--- config.mk ---
export PLATFORM = sky130hd
export DESIGN_NAME = alu_seq_divider
export DESIGN_NICKNAME = d
export VERILOG_FILES = /design/src/rtl/alu_seq_divider.sv
export SDC_FILE = /design/constraint.sdc
export NUM_CORES = 1
export LEC_CHECK = 0
export ABC_AREA = 0
export CAP_MARGIN = 20
export CORE_ASPECT_RATIO = 1.5
export CORE_MARGIN = 2
export CORE_UTILIZATION = 48
export CTS_CLUSTER_SIZE = 24
export DETAILED_ROUTE_END_ITERATION = 7
export GPL_TIMING_DRIVEN = 1
export PLACE_DENSITY = 0.73
export SLEW_MARGIN = 40
export SYNTH_ARGS = -nofsm -noshare
export SYNTH_HDL_FRONTEND = slang
export SYNTH_SLANG_ARGS = --single-unit
--- constraint.sdc ---
create_clock -name clk -period 4.6 [get_ports clk]
set_input_delay 0.92 -clock clk [delete_from_list [all_inputs] [get_ports clk]]
set_output_delay 0.92 -clock clk [all_outputs]
set_load 0.01 [all_outputs]
--- src/rtl/alu_seq_divider.sv ---
// Multi-cycle unsigned restoring divider: 2N-bit dividend / N-bit divisor,
// one quotient bit per clock, with a one-cycle done pulse and held results.
module alu_seq_divider #(
    parameter int N = 8
) (
    input  logic           clk,
    input  logic           rst_n,
    input  logic           start,
    input  logic [2*N-1:0] dividend,
    input  logic [N-1:0]   divisor,
    output logic           busy,
    output logic           done,
    output logic [2*N-1:0] quotient,
    output logic [N-1:0]   remainder,
    output logic           div_zero_flag,
    output logic           zero_flag
);

    localparam int CW = $clog2(2 * N);

    typedef enum logic [1:0] {
        IDLE,
        RUN,
        DONE
    } state_t;

    state_t state, state_next;

    // The dividend shifts out of the top while quotient bits shift in at
    // the bottom, so after 2N iterations this register holds the quotient.
    logic [2*N-1:0] dvd_shift;
    logic [N-1:0]   dsr;
    logic [N-1:0]   rem;
    logic [CW-1:0]  cnt;

    logic [N:0]     trial;
    logic           fits;
    logic [N-1:0]   rem_next;
    logic [2*N-1:0] shift_next;
    logic           last_iter;

    // One restoring step: bring down the next dividend bit and try a subtract.
    always_comb begin
        trial      = {rem, dvd_shift[2*N-1]};
        fits       = trial >= {1'b0, dsr};
        // The restored value is always below the divisor, so N bits suffice.
        rem_next   = fits ? N'(trial - {1'b0, dsr}) : trial[N-1:0];
        shift_next = {dvd_shift[2*N-2:0], fits};
        last_iter  = (cnt == CW'(2 * N - 1));
    end

    // State register.
    // NOTE: sequential state uses non-blocking (<=) so every flop samples
    // pre-edge values; blocking here would create order-dependent races.
    always_ff @(posedge clk or negedge rst_n) begin
        if (!rst_n) state <= IDLE;
        else        state <= state_next;
    end

    // Next-state logic.
    // NOTE: state_next gets a default before the case so no path leaves it
    // unassigned, which would otherwise infer a latch.
    always_comb begin
        state_next = state;
        unique case (state)
            IDLE: if (start) state_next = (divisor == '0) ? DONE : RUN;
            RUN:  if (last_iter) state_next = DONE;
            DONE: state_next = IDLE;
            default: state_next = IDLE;
        endcase
    end

    // Datapath and result registers; results load only on entry to DONE.
    // NOTE: every register, working and output alike, is cleared by reset so
    // an aborted operation leaves nothing behind and outputs read as zero.
    always_ff @(posedge clk or negedge rst_n) begin
        if (!rst_n) begin
            dvd_shift     <= '0;
            dsr           <= '0;
            rem           <= '0;
            cnt           <= '0;
            quotient      <= '0;
            remainder     <= '0;
            div_zero_flag <= 1'b0;
            zero_flag     <= 1'b0;
        end else begin
            unique case (state)
                IDLE: begin
                    if (start) begin
                        dvd_shift <= dividend;
                        dsr       <= divisor;
                        rem       <= '0;
                        cnt       <= '0;
                        if (divisor == '0) begin
                            quotient      <= '1;
                            remainder     <= dividend[N-1:0];
                            div_zero_flag <= 1'b1;
                            zero_flag     <= 1'b0;
                        end
                    end
                end
                RUN: begin
                    rem       <= rem_next;
                    dvd_shift <= shift_next;
                    cnt       <= cnt + 1'b1;
                    if (last_iter) begin
                        quotient      <= shift_next;
                        remainder     <= rem_next;
                        div_zero_flag <= 1'b0;
                        zero_flag     <= (shift_next == '0);
                    end
                end
                default: ;
            endcase
        end
    end

    assign busy = (state != IDLE);
    assign done = (state == DONE);

endmodule

==> metrics.md <==
| Metric | Value |
|---|---|
| Average wire length per cell after detail routing | `16.5 µm` |
| Accumulated negative setup slack | `0 ns` |
| Result of the run | `completed` |
| Antenna Violating Nets Remaining | `0` |
| EDFF count, synth | `0` |
| Placer congestion estimate | `0.899` |
| Post CTS Setup Buffer Count | `0` |
| Signed area change from the synthesized netlist to the final layout | `24.7%` |
| DRC marker count from the first detailed-route iteration | `152` |
| Unrepaired setup endpoints after global routing | `false` |
| Maximum root-to-sink buffer count | `2` |
| TritonCTS clock tree | `done` |
| Measured slew at the worst slew-check pin | `0.696 ns` |
| Core Area | `0.00653 mm²` |
| Final Hold Violating Endpoints | `0` |
| Smallest hold slack | `0.492 ns` |
| Overall Global Routing Usage | `23.9%` |
| Summed instance area of the synthesized netlist | `roughly 0.0032 mm²` |
| Nets@finish | `449` |
| Post-detailed-routing wire length | `8.12 mm` |
| Worst Clk Skew | `0.0122 ns` |
| Pin count of the biggest net entering global routing | `40` |
| Final non-filler cell total | `roughly 490` |
| Overall power of the completed layout | `around 3.1 mW` |
| Die W | `71.1 µm` |
| Reported max-cap violation count | `0` |
| Post-Synthesis Mean Instance Area | `between 8 and 9 µm²` |
| Delay-heaviest family, CP | `compound AO/OA/AOI/OAI gates` |
| Share of cells above drive strength 1 | `6.95%` |
| IO buf count | `54` |
| Maximum ir drop on the vdd rail | `420 µV` |
| Final-report setup violation count | `0` |
| Clock period minus worst slack | `2.83 ns` |
| Clock-pin slew reported for the worst setup and hold paths after clock tree synthesis | `0.07 ns` |
| Chain of cells forming the critical path | `clkdlybuf4s50_1, or2b_2, a21oi_2, o21a_2, buf_4, nor2_1, a31oi_1` |
| Seq cells post-synth | `64` |
| Starting density of the core | `49.6%` |
| Clock insertion delay at the later pin of the skew report | `0.35 ns` |
| Final Cycle Share | `61.5%` |
| PwrDens | `between 700 and 800 mW/mm²` |
| Core Util, Final | `about three fifths` |
| Biggest area consumer among synthesized cells | `sky130_fd_sc_hd__dfrtp_1` |
| Buffer type at the clock tree root | `sky130_fd_sc_hd__clkbuf_8` |
| Library cell contributing the largest single delay on the critical path | `sky130_fd_sc_hd__o21a_2` |
| Number of placement rows | `36` |
| Total of warnings raised by yosys | `0` |
| Die Outline Area | `0.00743 mm²` |
| Post-Syn Instances | `362` |
| First drt pass iteration count | `4` |
| Sinks on the clock net | `64` |
| Prevailing post-synth register cell | `sky130_fd_sc_hd__dfrtp_1` |
| Total global routing overflow | `0` |
| Worst slew slack as a fraction of its limit | `53.4%` |
| Count of unique library cells instantiated by Yosys | `53` |
| WP data required | `4.86 ns` |
| Vias in the first global route | `approximately 2800` |
| Kind of start point of the critical path | `input port` |
| Peak clock frequency supported by timing | `0.353 GHz` |
| Cts repair resizes | `0` |
| Cts bufs inserted | `9` |
| Fraction of the yosys area taken by sequential cells | `49.5%` |
| H-tree levels | `3` |
| Height of the die | `105 µm` |
| Number of buffer and inverter stages on the critical path | `2` |
| Number of max-slew violations in the final report | `0` |
| Worst endpoint data arrival time | `approximately 3 ns` |
| Number of buffers inserted by hold repair at cts | `0` |
| Post-synth net total | `approximately 400` |
| HPWL after detailed placement | `between 5 and 6 mm` |
| Number of antenna violations at the first check in global routing | `0` |
| Number of antenna repair diodes | `0` |
| First-pass GRT wire length | `13.8 mm` |
| Io pins | `55` |
| Worst hold-check path type | `flop to flop` |
| Worst-path maximum fanout | `27` |
| Vias | `~2900` |
| DRC | `0` |
| Type of the worst setup path | `input port to flop` |
| Filler instances | `551` |
| Element type at the critical path end | `flop` |
| Top post-synthesis cells by area | `sky130_fd_sc_hd__dfrtp_1 49%, sky130_fd_sc_hd__nand2_1 8.9%, sky130_fd_sc_hd__nor2_1 4.6%` |
| Yosys top cell area share | `49.5%` |
| Placed Cells incl. Taps | `477` |
| Worst path max stage delay | `between 0.5 and 0.6 ns` |
| Leak | `1.71 nW` |
| Avg Vias per Cell | `5.79` |
| Asr flop ratio synth | `100%` |
final timing paths:
kind	to	cells past startpoint	start	slack (ns)
setup reg to reg	remainder[4]$_DFFE_PN0P_	6	rem[5]$_DFFE_PN0P_	2.20
setup / recovery	remainder[1]$_DFFE_PN0P_	7	start	1.77
hold / removal	dsr[0]$_DFFE_PN0P_	2	dsr[0]$_DFFE_PN0P_	0.49
max in group asynchronous	remainder[1]$_DFFE_PN0P_	2	rst_n	3.10
hold reg to reg	dsr[0]$_DFFE_PN0P_	2	dsr[0]$_DFFE_PN0P_	0.49
min in group asynchronous	quotient[6]$_DFFE_PN0P_	1	rst_n	0.58
cells in the final DEF, fill, tap and decap left out, types with 4 or more instances in the layout:
cell,count
sky130_fd_sc_hd__dfrtp_1,64
sky130_fd_sc_hd__clkbuf_8,10
sky130_fd_sc_hd__nand4_1,5
sky130_fd_sc_hd__ha_1,9
sky130_fd_sc_hd__buf_4,4
sky130_fd_sc_hd__a31oi_1,19
sky130_fd_sc_hd__clkdlybuf4s50_1,53
sky130_fd_sc_hd__o21ai_0,23
sky130_fd_sc_hd__nor2_1,40
sky130_fd_sc_hd__a21oi_1,15
sky130_fd_sc_hd__inv_1,12
sky130_fd_sc_hd__nand3_1,9
sky130_fd_sc_hd__nand2_1,77
sky130_fd_sc_hd__nor3_1,6
sky130_fd_sc_hd__o22a_1,7
metrics by stage:
step / setup WS (ns) / area [µm²]
finish: 1.77 / 4040
CTS: 1.79 / 4040
global route: 1.63 / 4040
floorplan: 2.18 / 3240
global placement: 1.19 / 3780
detailed placement: 1.44 / 3790
sequential cells by signal, indices dropped and copies added (netlist names):
register and cells:
cnt 4, div_zero_flag 1, dsr 8, dvd_shift 16, quotient 16, rem 8, remainder 8, state 2
zero_flag 1
synth_stat cells (3+ instances only):
library cell,count
sky130_fd_sc_hd__ha_1,9
sky130_fd_sc_hd__clkbuf_8,3
sky130_fd_sc_hd__dfrtp_1,64
sky130_fd_sc_hd__nor2_1,40
sky130_fd_sc_hd__clkbuf_1,10
sky130_fd_sc_hd__nand3_1,9
sky130_fd_sc_hd__o32a_1,3
sky130_fd_sc_hd__a21oi_1,15
sky130_fd_sc_hd__and3_1,3
sky130_fd_sc_hd__nand2_1,77
sky130_fd_sc_hd__o22a_1,7
sky130_fd_sc_hd__inv_1,12
sky130_fd_sc_hd__o21ai_0,23
sky130_fd_sc_hd__a31oi_1,19
sky130_fd_sc_hd__nor3_1,6
sky130_fd_sc_hd__a211oi_1,3
sky130_fd_sc_hd__or4_1,3
sky130_fd_sc_hd__nor2b_1,3
sky130_fd_sc_hd__a211o_1,3
sky130_fd_sc_hd__nand4_1,5
sky130_fd_sc_hd__nand2b_1,3
sky130_fd_sc_hd__a21o_1,3
where the power goes:
part           switching (mW)  internal (mW)  leakage [nW]
registers               0.194          0.802         0.706
clock network           0.229          0.377         0.123
logic                   0.885          0.633         0.881
worst reg2reg max path, stage by stage (launching register included):
cell and delay (ns):
sky130_fd_sc_hd__dfrtp_1 0.41, sky130_fd_sc_hd__ha_1 0.40, sky130_fd_sc_hd__a21oi_1 0.27, sky130_fd_sc_hd__o221ai_1 0.25
sky130_fd_sc_hd__a21oi_2 0.45, sky130_fd_sc_hd__nor3_1 0.13, sky130_fd_sc_hd__o32a_1 0.37
layout make-up:
cell class	count	area [µm²]	area share, %
repair buffers	58	566	14.0
flip-flops and latches	64	1600	39.7
clock inverters	6	115	2.85
clock buffers	10	138	3.41
well taps	76	95.1	2.35
multi-input cells	267	1480	36.6
inverters	12	45.0	1.12
routing by layer:
layer / vias up / global-route usage, % / share of wire (%)
li1: 1380 / - / -
met1: 1364 / 27.8 / 39
met2: 86 / 40.5 / 53
met3: 23 / 5.88 / 5.0
met4: 0 / 11.5 / 3.6
met5: - / 0 / 0
kinds of logic (layout without fill, tap and decap cells):
kind of cell,Yosys count,count (layout),synth area share [%]
flip-flops,64,64,49.5
AO/OA/AOI/OAI,94,94,18.9
AND/OR/NAND/NOR,161,161,22.0
adder cells (fa/ha/maj),10,10,4.10
buffers and inverters,31,86,4.98
XOR/XNOR,2,2,0.541
No activity file was read; power rests on OpenSTA's default activity.
